--- src/rtl/i2c_eeprom_addr_seq_if.sv ---
// Bus between the I2C transaction controller (master) and the EEPROM word-address sequencer (slave).
`timescale 1ns/1ps
interface i2c_eeprom_addr_seq_if #(
    parameter int ADDR_W = 8,
    parameter int LEN_W  = 8
);
    logic              i_Start;
    logic              i_Wr_nRd;
    logic [ADDR_W-1:0] i_Start_Addr;
    logic [LEN_W-1:0]  i_Len;
    logic              i_Addr_Byte_Done;
    logic              i_Byte_Done;
    logic              i_Abort;
    logic [ADDR_W-1:0] o_Current_Addr;
    logic [7:0]        o_Addr_Byte;
    logic              o_Addr_Phase;
    logic              o_Data_Phase;
    logic              o_Read_Setting_Flag;
    logic              o_Last_Byte;
    logic [LEN_W-1:0]  o_Remaining;
    logic              o_Busy;
    logic              o_Done;
    logic              o_Page_Split;

    modport master (
        output i_Start, i_Wr_nRd, i_Start_Addr, i_Len, i_Addr_Byte_Done, i_Byte_Done, i_Abort,
        input  o_Current_Addr, o_Addr_Byte, o_Addr_Phase, o_Data_Phase, o_Read_Setting_Flag,
               o_Last_Byte, o_Remaining, o_Busy, o_Done, o_Page_Split
    );

    modport slave (
        input  i_Start, i_Wr_nRd, i_Start_Addr, i_Len, i_Addr_Byte_Done, i_Byte_Done, i_Abort,
        output o_Current_Addr, o_Addr_Byte, o_Addr_Phase, o_Data_Phase, o_Read_Setting_Flag,
               o_Last_Byte, o_Remaining, o_Busy, o_Done, o_Page_Split
    );
endinterface

--- src/rtl/i2c_eeprom_addr_seq.sv ---
// EEPROM word-address sequencer: tracks the device pointer, serialises address bytes MSB first,
// counts burst bytes and splits writes at page boundaries.
`timescale 1ns/1ps
module i2c_eeprom_addr_seq #(
    parameter int ADDR_W    = 8,
    parameter int PAGE_BITS = 3,
    parameter int LEN_W     = 8
) (
    input logic                   i_clk10MHz,
    input logic                   i_RST_n,
    i2c_eeprom_addr_seq_if.slave  bus
);
    localparam int NB    = ADDR_W / 8;
    localparam int IDX_W = (NB > 1) ? $clog2(NB) : 1;

    typedef enum logic [2:0] {IDLE, SETUP, ADDR, DATA, DONE} state_t;

    state_t            state, state_n;
    logic [ADDR_W-1:0] cur_addr, cur_addr_n;
    logic [ADDR_W-1:0] ptr, ptr_n;
    logic [LEN_W-1:0]  rem, rem_n;
    logic [IDX_W-1:0]  idx, idx_n;
    logic              dir, dir_n;
    logic              ptr_vld, ptr_vld_n;
    logic              flag, flag_n;
    logic              split, split_n;
    logic              page_end;

    function automatic logic [7:0] addr_byte_at(input logic [ADDR_W-1:0] a,
                                                input logic [IDX_W-1:0]  i);
        logic [7:0] b;
        b = 8'h00;
        for (int k = 0; k < NB; k++)
            if (i == IDX_W'(k)) b = a[ADDR_W-1-8*k -: 8];
        return b;
    endfunction

    assign page_end = &cur_addr[PAGE_BITS-1:0];

    always_ff @(posedge i_clk10MHz) begin
        if (!i_RST_n) begin
            state    <= IDLE;
            cur_addr <= '0;
            ptr      <= '0;
            rem      <= '0;
            idx      <= '0;
            dir      <= 1'b0;
            ptr_vld  <= 1'b0;
            flag     <= 1'b0;
            split    <= 1'b0;
        end else begin
            state    <= state_n;
            cur_addr <= cur_addr_n;
            ptr      <= ptr_n;
            rem      <= rem_n;
            idx      <= idx_n;
            dir      <= dir_n;
            ptr_vld  <= ptr_vld_n;
            flag     <= flag_n;
            split    <= split_n;
        end
    end

    always_comb begin
        state_n    = state;
        cur_addr_n = cur_addr;
        ptr_n      = ptr;
        rem_n      = rem;
        idx_n      = idx;
        dir_n      = dir;
        ptr_vld_n  = ptr_vld;
        flag_n     = flag;
        split_n    = split;
        case (state)
            IDLE: begin
                if (bus.i_Start && (bus.i_Len != '0)) begin
                    state_n    = SETUP;
                    cur_addr_n = bus.i_Start_Addr;
                    rem_n      = bus.i_Len;
                    dir_n      = bus.i_Wr_nRd;
                    flag_n     = !bus.i_Wr_nRd && ptr_vld && (ptr == bus.i_Start_Addr);
                end
            end
            SETUP: begin
                idx_n = '0;
                if (bus.i_Abort) begin
                    state_n   = DONE;
                    ptr_vld_n = 1'b0;
                end else begin
                    state_n = flag ? DATA : ADDR;
                end
            end
            ADDR: begin
                if (bus.i_Abort) begin
                    state_n   = DONE;
                    ptr_vld_n = 1'b0;
                end else if (bus.i_Addr_Byte_Done) begin
                    if (idx == IDX_W'(NB - 1)) begin
                        state_n = DATA;
                        idx_n   = '0;
                    end else begin
                        idx_n = idx + 1'b1;
                    end
                end
            end
            DATA: begin
                if (bus.i_Abort) begin
                    state_n   = DONE;
                    ptr_vld_n = 1'b0;
                end else if (bus.i_Byte_Done) begin
                    rem_n      = rem - LEN_W'(1);
                    cur_addr_n = cur_addr + ADDR_W'(1);
                    if (rem == LEN_W'(1)) begin
                        state_n = DONE;
                        // A finished read leaves the device pointer one past the last byte;
                        // a write cannot be trusted because the device wraps inside the page.
                        if (dir) begin
                            ptr_vld_n = 1'b0;
                        end else begin
                            ptr_n     = cur_addr + ADDR_W'(1);
                            ptr_vld_n = 1'b1;
                        end
                    end else if (dir && page_end) begin
                        state_n   = DONE;
                        split_n   = 1'b1;
                        ptr_vld_n = 1'b0;
                    end
                end
            end
            DONE: begin
                state_n = IDLE;
                flag_n  = 1'b0;
                split_n = 1'b0;
            end
            default: state_n = IDLE;
        endcase
    end

    assign bus.o_Current_Addr      = cur_addr;
    assign bus.o_Remaining         = rem;
    assign bus.o_Addr_Byte         = (state == ADDR) ? addr_byte_at(cur_addr, idx) : 8'h00;
    assign bus.o_Addr_Phase        = (state == ADDR);
    assign bus.o_Data_Phase        = (state == DATA);
    assign bus.o_Read_Setting_Flag = flag;
    assign bus.o_Last_Byte         = (state == DATA) && ((rem == LEN_W'(1)) || (dir && page_end));
    assign bus.o_Busy              = (state != IDLE);
    assign bus.o_Done              = (state == DONE);
    assign bus.o_Page_Split        = split;
endmodule

--- src/flat_wrapper.sv ---
// flat-port wrapper written by rule: the top's interface ports become plain ports
module i2c_eeprom_addr_seq_flat 
#(
    parameter int ADDR_W    = 8,
    parameter int PAGE_BITS = 3,
    parameter int LEN_W     = 8
)
  (i_clk10MHz, i_RST_n, bus_i_Start, bus_i_Wr_nRd, bus_i_Start_Addr, bus_i_Len, bus_i_Addr_Byte_Done, bus_i_Byte_Done, bus_i_Abort, bus_o_Current_Addr, bus_o_Addr_Byte, bus_o_Addr_Phase, bus_o_Data_Phase, bus_o_Read_Setting_Flag, bus_o_Last_Byte, bus_o_Remaining, bus_o_Busy, bus_o_Done, bus_o_Page_Split);
  i2c_eeprom_addr_seq_if #(.ADDR_W(ADDR_W), .LEN_W(LEN_W)) bus_i ();
  input logic i_clk10MHz;
  input logic i_RST_n;
  input wire logic [$bits(bus_i.i_Start)-1:0] bus_i_Start;
  input wire logic [$bits(bus_i.i_Wr_nRd)-1:0] bus_i_Wr_nRd;
  input wire logic [$bits(bus_i.i_Start_Addr)-1:0] bus_i_Start_Addr;
  input wire logic [$bits(bus_i.i_Len)-1:0] bus_i_Len;
  input wire logic [$bits(bus_i.i_Addr_Byte_Done)-1:0] bus_i_Addr_Byte_Done;
  input wire logic [$bits(bus_i.i_Byte_Done)-1:0] bus_i_Byte_Done;
  input wire logic [$bits(bus_i.i_Abort)-1:0] bus_i_Abort;
  output wire logic [$bits(bus_i.o_Current_Addr)-1:0] bus_o_Current_Addr;
  output wire logic [$bits(bus_i.o_Addr_Byte)-1:0] bus_o_Addr_Byte;
  output wire logic [$bits(bus_i.o_Addr_Phase)-1:0] bus_o_Addr_Phase;
  output wire logic [$bits(bus_i.o_Data_Phase)-1:0] bus_o_Data_Phase;
  output wire logic [$bits(bus_i.o_Read_Setting_Flag)-1:0] bus_o_Read_Setting_Flag;
  output wire logic [$bits(bus_i.o_Last_Byte)-1:0] bus_o_Last_Byte;
  output wire logic [$bits(bus_i.o_Remaining)-1:0] bus_o_Remaining;
  output wire logic [$bits(bus_i.o_Busy)-1:0] bus_o_Busy;
  output wire logic [$bits(bus_i.o_Done)-1:0] bus_o_Done;
  output wire logic [$bits(bus_i.o_Page_Split)-1:0] bus_o_Page_Split;
  assign bus_i.i_Start = bus_i_Start;
  assign bus_i.i_Wr_nRd = bus_i_Wr_nRd;
  assign bus_i.i_Start_Addr = bus_i_Start_Addr;
  assign bus_i.i_Len = bus_i_Len;
  assign bus_i.i_Addr_Byte_Done = bus_i_Addr_Byte_Done;
  assign bus_i.i_Byte_Done = bus_i_Byte_Done;
  assign bus_i.i_Abort = bus_i_Abort;
  assign bus_o_Current_Addr = bus_i.o_Current_Addr;
  assign bus_o_Addr_Byte = bus_i.o_Addr_Byte;
  assign bus_o_Addr_Phase = bus_i.o_Addr_Phase;
  assign bus_o_Data_Phase = bus_i.o_Data_Phase;
  assign bus_o_Read_Setting_Flag = bus_i.o_Read_Setting_Flag;
  assign bus_o_Last_Byte = bus_i.o_Last_Byte;
  assign bus_o_Remaining = bus_i.o_Remaining;
  assign bus_o_Busy = bus_i.o_Busy;
  assign bus_o_Done = bus_i.o_Done;
  assign bus_o_Page_Split = bus_i.o_Page_Split;
  i2c_eeprom_addr_seq #(.ADDR_W(ADDR_W), .PAGE_BITS(PAGE_BITS), .LEN_W(LEN_W)) u_core (.i_clk10MHz(i_clk10MHz), .i_RST_n(i_RST_n), .bus(bus_i));
endmodule
--- config.mk ---
export PLATFORM = sky130hd
export DESIGN_NAME = i2c_eeprom_addr_seq_flat
export DESIGN_NICKNAME = d
export VERILOG_FILES = /design/src/rtl/i2c_eeprom_addr_seq_if.sv /design/src/rtl/i2c_eeprom_addr_seq.sv /design/src/flat_wrapper.sv
export SDC_FILE = /design/constraint.sdc
export NUM_CORES = 1
export LEC_CHECK = 0
export ABC_AREA = 1
export BUFFER_PORTS_ARGS = -buffer_cell sky130_fd_sc_hd__buf_2
export CAP_MARGIN = 20
export CORE_MARGIN = 2
export CORE_UTILIZATION = 53
export CTS_BUF_LIST = sky130_fd_sc_hd__clkbuf_8 sky130_fd_sc_hd__clkbuf_16
export CTS_CLUSTER_SIZE = 24
export DETAILED_ROUTE_END_ITERATION = 16
export HOLD_SLACK_MARGIN = 0.03
export PLACE_DENSITY = 0.8
export SLEW_MARGIN = 20
export SYNTH_ARGS = -nofsm -noshare
export SYNTH_HDL_FRONTEND = slang
export SYNTH_SLANG_ARGS = --single-unit
--- constraint.sdc ---
create_clock -name i_clk10MHz -period 1.5 [get_ports i_clk10MHz]
set_clock_uncertainty 0.05 [all_clocks]
set_input_delay 0.15 -clock i_clk10MHz [delete_from_list [all_inputs] [get_ports i_clk10MHz]]
set_output_delay 0.15 -clock i_clk10MHz [all_outputs]
set_load 0.03 [all_outputs]
# Word-level counts from Yosys, hierarchy flattened
# Index checks and enable logic that the tools add are counted.
[op_classes]
n_addsub = 3
multipliers = 0
div = 0
magnitude_cmp = 0
eq_ne = 18
shifts = 0
n_mux = 39
bitwise_logic = 2
n_reduce_logical = 25
[op_table]
columns = ["cell", "count"]
rows = [
  ["$mux W8", 8],
  ["$pmux W8 S2", 2],
  ["$mux W3", 9],
  ["$mux W1", 15],
  ["$reduce_and A5 Y1", 3],
  ["$pmux W3 S4", 1],
  ["$ne A2 B2 Y1 const B", 5],
  ["$reduce_bool A2 Y1", 5],
  ["$ne A3 B3 Y1 const B", 3],
  ["$add A8 B1 Y8 const B", 1],
  ["$eq A8 B1 Y1 const B", 1],
  ["$eq A8 B8 Y1", 1],
  ["$pmux W1 S2", 4],
  ["$reduce_and A4 Y1", 2],
  ["$reduce_bool A8 Y1", 1],
  ["$sub A8 B1 Y8 const B", 1],
  ["$eq A3 B2 Y1 const B", 2],
  ["$ne A2 B1 Y1 const B", 3],
  ["$reduce_and A3 Y1", 2],
  ["$logic_and A1 B1 Y1", 5],
  ["$ne A4 B2 Y1 const B", 1],
  ["$reduce_and A2 Y1", 2],
  ["$eq A3 B1 Y1 const B", 1],
  ["$eq A3 B3 Y1 const B", 1],
  ["7 further kinds", 8],
]
[totals]
regBits = 32
latch_bits = 0
ram_bits = 0
mem_bits_ro = 0
inputBits = 23
output_inout_bits = 31
elab_cells = 96
mem_count = 0

# Longest topological paths before layout
# Gate-level depths: netlist (run 1).
[depth]
ltp_word = 7
ltp_mapped = 10
mapped_depth_nobuf = 10

# Worst setup path before layout (run 1)
# No wires, ideal clock.
[synth_path]
kind = "reg2out"
from = "register u_core.rem[0] (netlist: u_core.bus.o_Remaining[0])"
to = "output port bus_o_Last_Byte"
t_arrival_ps = 1520
t_required_ps = 1300
path_slack_ps = -220
path_stages_with_launch = 6
n_path_buf = 0
path_cell_list = "dfxtp_1 > ha_1 > inv_1 > nor2_1 > nand2_1 > a21oi_1"
[synth_via]
elab_chain_cells = 3
[synth_rtl]
columns = ["item", "line_no", "source"]
rows = [
  ["start: declaration", "i2c_eeprom_addr_seq.sv:21", "logic [LEN_W-1:0] rem, rem_n;"],
  ["start signal: assignment", "i2c_eeprom_addr_seq.sv:55", "rem <= rem_n;"],
  ["$eq A8 B1 Y1", "i2c_eeprom_addr_seq.sv:145", "assign bus.o_Last_Byte = (state == DATA) && ((rem == LEN_W'(1)) || (dir && page_end));"],
  ["$logic_or A1 B1 Y1", "i2c_eeprom_addr_seq.sv:145", ""],
  ["$logic_and A1 B1 Y1", "i2c_eeprom_addr_seq.sv:145", ""],
  ["end: declaration", "flat_wrapper.sv:24", "output wire logic [$bits(bus_i.o_Last_Byte)-1:0] bus_o_Last_Byte;"],
]
# Every way passes these cells.

# Worst setup path after layout (run 1)
[layout_path]
from = "register u_core.state[1]"
to = "output port bus_o_Addr_Byte[6]"
[layout_via]
elab_chain_cells = 2
[layout_rtl]
columns = ["item", "line_no", "source"]
rows = [
  ["start: declaration", "i2c_eeprom_addr_seq.sv:18", "state_t state, state_n;"],
  ["start signal: assignment", "i2c_eeprom_addr_seq.sv:52", "state <= state_n;"],
  ["$eq A3 B2 Y1", "i2c_eeprom_addr_seq.sv:141", "assign bus.o_Addr_Byte = (state == ADDR) ? addr_byte_at(cur_addr, idx) : 8'h00;"],
  ["$mux W8", "i2c_eeprom_addr_seq.sv:141", ""],
  ["end: declaration", "flat_wrapper.sv:20", "output wire logic [$bits(bus_i.o_Addr_Byte)-1:0] bus_o_Addr_Byte;"],
]
# Every way passes these cells.

==> results of run 1 <==
==> per-stage QoR <==
stage                     worst slack (ps)  util, %  power (mW)  hold WS (ps)  instances
after floorplan                       1.02        -        1.64           226        326
after global placement                19.1     66.0        1.91           397        434
after detailed placement             -35.1     66.0        1.93           402        434
after CTS                            -32.9     72.9        2.67           135        449
after global routing                 -99.9     82.1        3.07           186        459
final                                -93.5     82.1        2.93           139        459
==> worst reg2reg max path, cell delays in order, from the launching register on <==
cell     delay [ps]
dfxtp_4         360
buf_6           120
nor2_4          150
nand2_4          80
inv_4            60
nand3_4          80
nand2_4         110
buf_12          160
inv_16           70
nor2_4          110
nor2_1           60
==> report_power, final <==
group	switching (mW)	internal, mW
clock network	0.322	0.360
logic	0.760	0.477
registers	0.101	0.913
total	1.18	1.75
==> kinds of logic after synthesis <==
family | synth area share [%]
compound gates | 12.0
xor+xnor | 2.58
fa+ha+maj | 2.46
buf+inv | 10.9
flops | 30.5
simple gates | 41.5
==> synth_stat cells (3+ instances only) <==
master / n / area (um^2)
o21ai_0: 22 / 110
a21oi_1: 16 / 80.1
nand2_1: 79 / 297
nand3_1: 16 / 80.1
o21ai_1: 3 / 15.0
dfxtp_1: 31 / 621
ha_1: 4 / 50.1
nor2_1: 66 / 248
nor2_2: 10 / 62.6
nand4_1: 7 / 43.8
inv_2: 4 / 15.0
inv_1: 34 / 128
xor2_1: 4 / 35.0
nor2_4: 3 / 33.8
==> sequential cells by signal (all words and copies together), names as in the netlist <==
name                            count
u_core.bus.o_Current_Addr           8
u_core.bus.o_Remaining              8
u_core.ptr                          8
u_core.state                        3
u_core.bus.o_Page_Split             1
u_core.bus.o_Read_Setting_Flag      1
u_core.dir                          1
u_core.ptr_vld                      1
==> metal layers <==
| layer | GRT usage, % | up-vias | share of wire [%] |
|---|---|---|---|
| li1 | - | 1205 | - |
| met1 | 35.0 | 1173 | 39 |
| met2 | 50.0 | 140 | 51 |
| met3 | 5.96 | 23 | 7.6 |
| met4 | 12.5 | 0 | 2.8 |
| met5 | 0 | - | 0 |
==> worst max-delay path by stage <==
stage / end / cells past startpoint / start / slack [ps]
after floorplan: u_core.ptr_vld / 10 / u_core.bus.o_Current_Addr[0] / 1
after global placement: u_core.ptr[7] / 9 / u_core.bus.o_Remaining[1] / 20
after detailed placement: u_core.ptr[3] / 9 / u_core.bus.o_Remaining[1] / -40
after CTS: u_core.ptr[4] / 7 / u_core.state[0] / -30
after global routing: bus_o_Addr_Byte[6] / 5 / u_core.state[1] / -100
final: bus_o_Addr_Byte[6] / 5 / u_core.state[1] / -90
==> timing repair <==
| action | CTS | global route |
|---|---|---|
| hold buffers | 0 | 0 |
| buffers inserted | 7 | 9 |
| gates cloned | 2 | 1 |
| setup endpoints to repair | 20 | 36 |
| pin swaps | 10 | 19 |
| gates resized for setup | 37 | 78 |
==> final cells by class <==
class                      count  share of cell area [%]
multi-input combinational    249                    47.7
sequential                    31                    21.1
timing repair buffer          85                    20.7
inverter                      39                    5.70
clock buffer                   6                    2.73
tap                           48                    1.98
clock inverter                 1                   0.165
==> metrics.csv, run 1 <==
metric,value,unit
multi_input_area,1440,um^2
num_antenna_cells,0,
placed_cell_area,2430,um^2
holdPathEnd,u_core.bus.o_Remaining[6],
min_from,bus_i_Len[6],
setup_tns,-416,ps
layout_common_cells,"70 x nand2_1, 50 x nor2_1, 41 x buf_2",
start_util,55.2,%
top_level_ports,54,
r2r_cells,10,
synth_edf_count,0,
path_max_fanout,4,
cpMaxStageDelayCell,dfxtp_4,
gp_congestion,0.947,
netlist_instances,326,
period_minus_slack,1590,ps
ir_worst_vdd,0.753,mV
ys_seq_elements,31,
power_density,968,nW/um^2
io_buffer_count,53,
vias_per_cell,5.54,
final_layout_size_suffix_gt1_share,41.6,%
finalHoldViolations,0,
status,"complete, but fails checks",
htree_num_levels,2,
grt_max_degree,19,
drtIter0Drc,223,
clkTransAtPathRegs,60,ps
grt_first_pass_wirelength,9560,um
grt_pass1_vias,2157,
grtUsageTotal,29.1,%
violations,setup timing,
cp_slowest_stage_delay,380,ps
syn_area_per_cell,6.24,um^2
regToRegStartpoint,u_core.state[1],
crit_arrival,1390,ps
ys_types,33,
rsz0062_at_grt,true,
hpwl,4110,um
cp-start-kind,flip-flop,
leakagePower,1.42,nW
min-delay-path-class,input port to flip-flop,
chipWidth,66.0,um
fin_crit_sh,106,%
synth_nets,353,
worst_hold_path.num_cells,5,
wl_per_cell,15.3,um
r2r_setup_slack,-10,ps
worstPathRequired,1300,ps
path_buf_inv,2,
clock-root-buffer,clkbuf_8,
r2r_end,u_core.bus.o_Current_Addr[4],
slew_headroom,66.8,%
max-cap-violations,0,
finalNetCount,438,
crit_type,flip-flop to output pin,
cts_made_buffers,5,
wirelength,7030,um
clock_latency,290,ps
fill_cells,243,
path_delay_family,simple AND/OR/NAND/NOR gates,
clockBufferDepth,2,
synth_area,2040,um^2
first_pass_iters,5,
drv_slew,0,
synth_flop_cell,dfxtp_1,
final_common_cell,nand2_1,
worst_setup_path_end_kind,output pin,
crit_chain,inv_2 -> nor2_4 -> nand2_2 -> nor2_1 -> buf_4,
ant_nets,0,
max_freq,0.628,GHz
register_area,638,um^2
die-area,4350,um^2
antenna_found_initial,0,
design_area,3030,um^2
setup_slack,-93.5,ps
setup_viol,12,
cts_tree,built,
vias,2541,
fp.dieH,66.0,um
ys.warnings.count,0,
drc,0,
core_area,3690,um^2
area.growth.synth_to_final,48.8,%
tightest_slew,492,ps
synth-async-reset-ratio,0,%
grt_remaining_overflow,0,
ys_seq_area_share,30.5,%
clock-sinks,31,
num_rows,22,
(Power assumes the default switching activity.)
==> run 2, diff against run 1 <==
--- a/config.mk
+++ b/config.mk
@@ -9,12 +9,11 @@
 export BUFFER_PORTS_ARGS = -buffer_cell sky130_fd_sc_hd__buf_2
 export CAP_MARGIN = 20
 export CORE_MARGIN = 2
-export CORE_UTILIZATION = 53
+export CORE_UTILIZATION = 40
 export CTS_BUF_LIST = sky130_fd_sc_hd__clkbuf_8 sky130_fd_sc_hd__clkbuf_16
 export CTS_CLUSTER_SIZE = 24
 export DETAILED_ROUTE_END_ITERATION = 16
 export HOLD_SLACK_MARGIN = 0.03
-export PLACE_DENSITY = 0.8
 export SLEW_MARGIN = 20
 export SYNTH_ARGS = -nofsm -noshare
 export SYNTH_HDL_FRONTEND = slang
==> metrics.csv, run 2 (same netlist as run 1, synthesis figures left out) <==
metric,value,unit
finalNetCount,438,
register_area,638,um^2
dp_cells,463,
post-place-ws,-22.8,ps
worst_setup_path_end_kind,output pin,
hpwl,4440,um
num_antenna_cells,0,
ant_nets,0,
power_density,932,nW/um^2
grt_max_degree,20,
final_common_cell,nand2_1,
finalHoldViolations,0,
drc,0,
cts_tree,built,
drtIter0Drc,102,
crit_chain,ha_4 -> ha_4 -> nand2_2 -> buf_6 -> a21oi_4 -> buf_6,
rsz0062_at_grt,true,
layout_common_cells,"66 x nand2_1, 54 x nor2_1, 42 x buf_2",
setup_viol,10,
multi_input_area,1400,um^2
grt_remaining_overflow,0,
grt_pass1_vias,2099,
vias,2308,
leakagePower,1.40,nW
worstPathRequired,1300,ps
ir_worst_vdd,0.490,mV
gp_congestion,0.876,
drv_slew,0,
max-cap-violations,0,
clock-root-buffer,clkbuf_8,
num_rows,25,
power,2.77,mW
crit_type,flip-flop to output pin,
grtUsageTotal,22.0,%
setup_slack,-51.4,ps
clockBufferDepth,2,
min-delay-path-class,input port to flip-flop,
start_util,42.3,%
cp-start-kind,flip-flop,
die-area,5680,um^2
clock-sinks,31,
path_max_fanout,2,
r2r_setup_slack,-40,ps
period_minus_slack,1550,ps
clkTransAtPathRegs,70,ps
utilization,61.6,%
wirelength,6090,um
top_level_ports,54,
grt_first_pass_wirelength,9420,um
cts-hold-fix-buffers,0,
core_area,4820,um^2
tightest_slew,326,ps
wl_per_cell,12.7,um
final_layout_size_suffix_gt1_share,40.8,%
htree_num_levels,2,
fin_crit_sh,103,%
cpMaxStageDelayCell,dfxtp_4,
fp.dieH,75.3,um
clock_latency,280,ps
final_cells,479,
violations,setup timing,
cts_made_buffers,5,
area.growth.synth_to_final,45.8,%
cp_slowest_stage_delay,360,ps
status,"complete, but fails checks",
fill_cells,496,
chipWidth,75.3,um
antenna_found_initial,0,
io_buffer_count,53,
max_freq,0.645,GHz
vias_per_cell,4.82,
crit_arrival,1350,ps
first_pass_iters,4,
slew_headroom,78.3,%
## run 2: where the power goes
group	internal, mW	switching (mW)
Sequential	0.913	0.0900
Combinational	0.408	0.673
Clock	0.363	0.319
Total	1.68	1.08
## run 2: per-layer routing
metal  GRT usage (%)  up-vias  wire [um]
met1            27.4     1049       2700
met3            3.84        9        282
met2            38.7       49       3000
met4            6.43        0         99
met5               0        -          0
li1                -     1201          -
## run 2: worst max-delay path, delay by kind of cell (launching register included)
family,cells,cell delay (ps)
compound gates,1,130
simple gates,1,60
flops,1,360
fa+ha+maj,2,260
buf+inv,2,270
## run 2: layout make-up
| class | instances | area share [%] |
|---|---|---|
| clock inverters | 2 | 0.295 |
| multi-input cells | 248 | 47.2 |
| clock buffers | 6 | 2.78 |
| repair buffers | 86 | 20.0 |
| well taps | 67 | 2.82 |
| flip-flops and latches | 31 | 21.5 |
| inverters | 39 | 5.35 |
## run 2: path summary, 6_finish.rpt
path                                start               to  cells after the start
min                          bus_i_Wr_nRd       u_core.dir                      3
min reg2reg                 u_core.ptr[1]    u_core.ptr[1]                      2
max reg2reg               u_core.state[1]    u_core.ptr[7]                      7
max          u_core.bus.o_Current_Addr[0]  bus_o_Last_Byte                      6
## run 2: timing repair
action | 4_1_cts | 5_1_grt
pin swaps | 5 | 10
setup buffers | 3 | 4
setup endpoints to repair | 13 | 30
resized for setup | 42 | 47
cloned | 1 | 0
endpoints found under the hold margin | 0 | 0
## run 2: through the flow
step	area, um^2	hold WS, ps	setup TNS (ps)
after floorplan	2050	226	0
after global placement	2530	396	-6.93
after detailed placement	2530	409	-22.8
after CTS	2790	114	-74.3
after global routing	2970	142	-1250
final	2970	126	-221
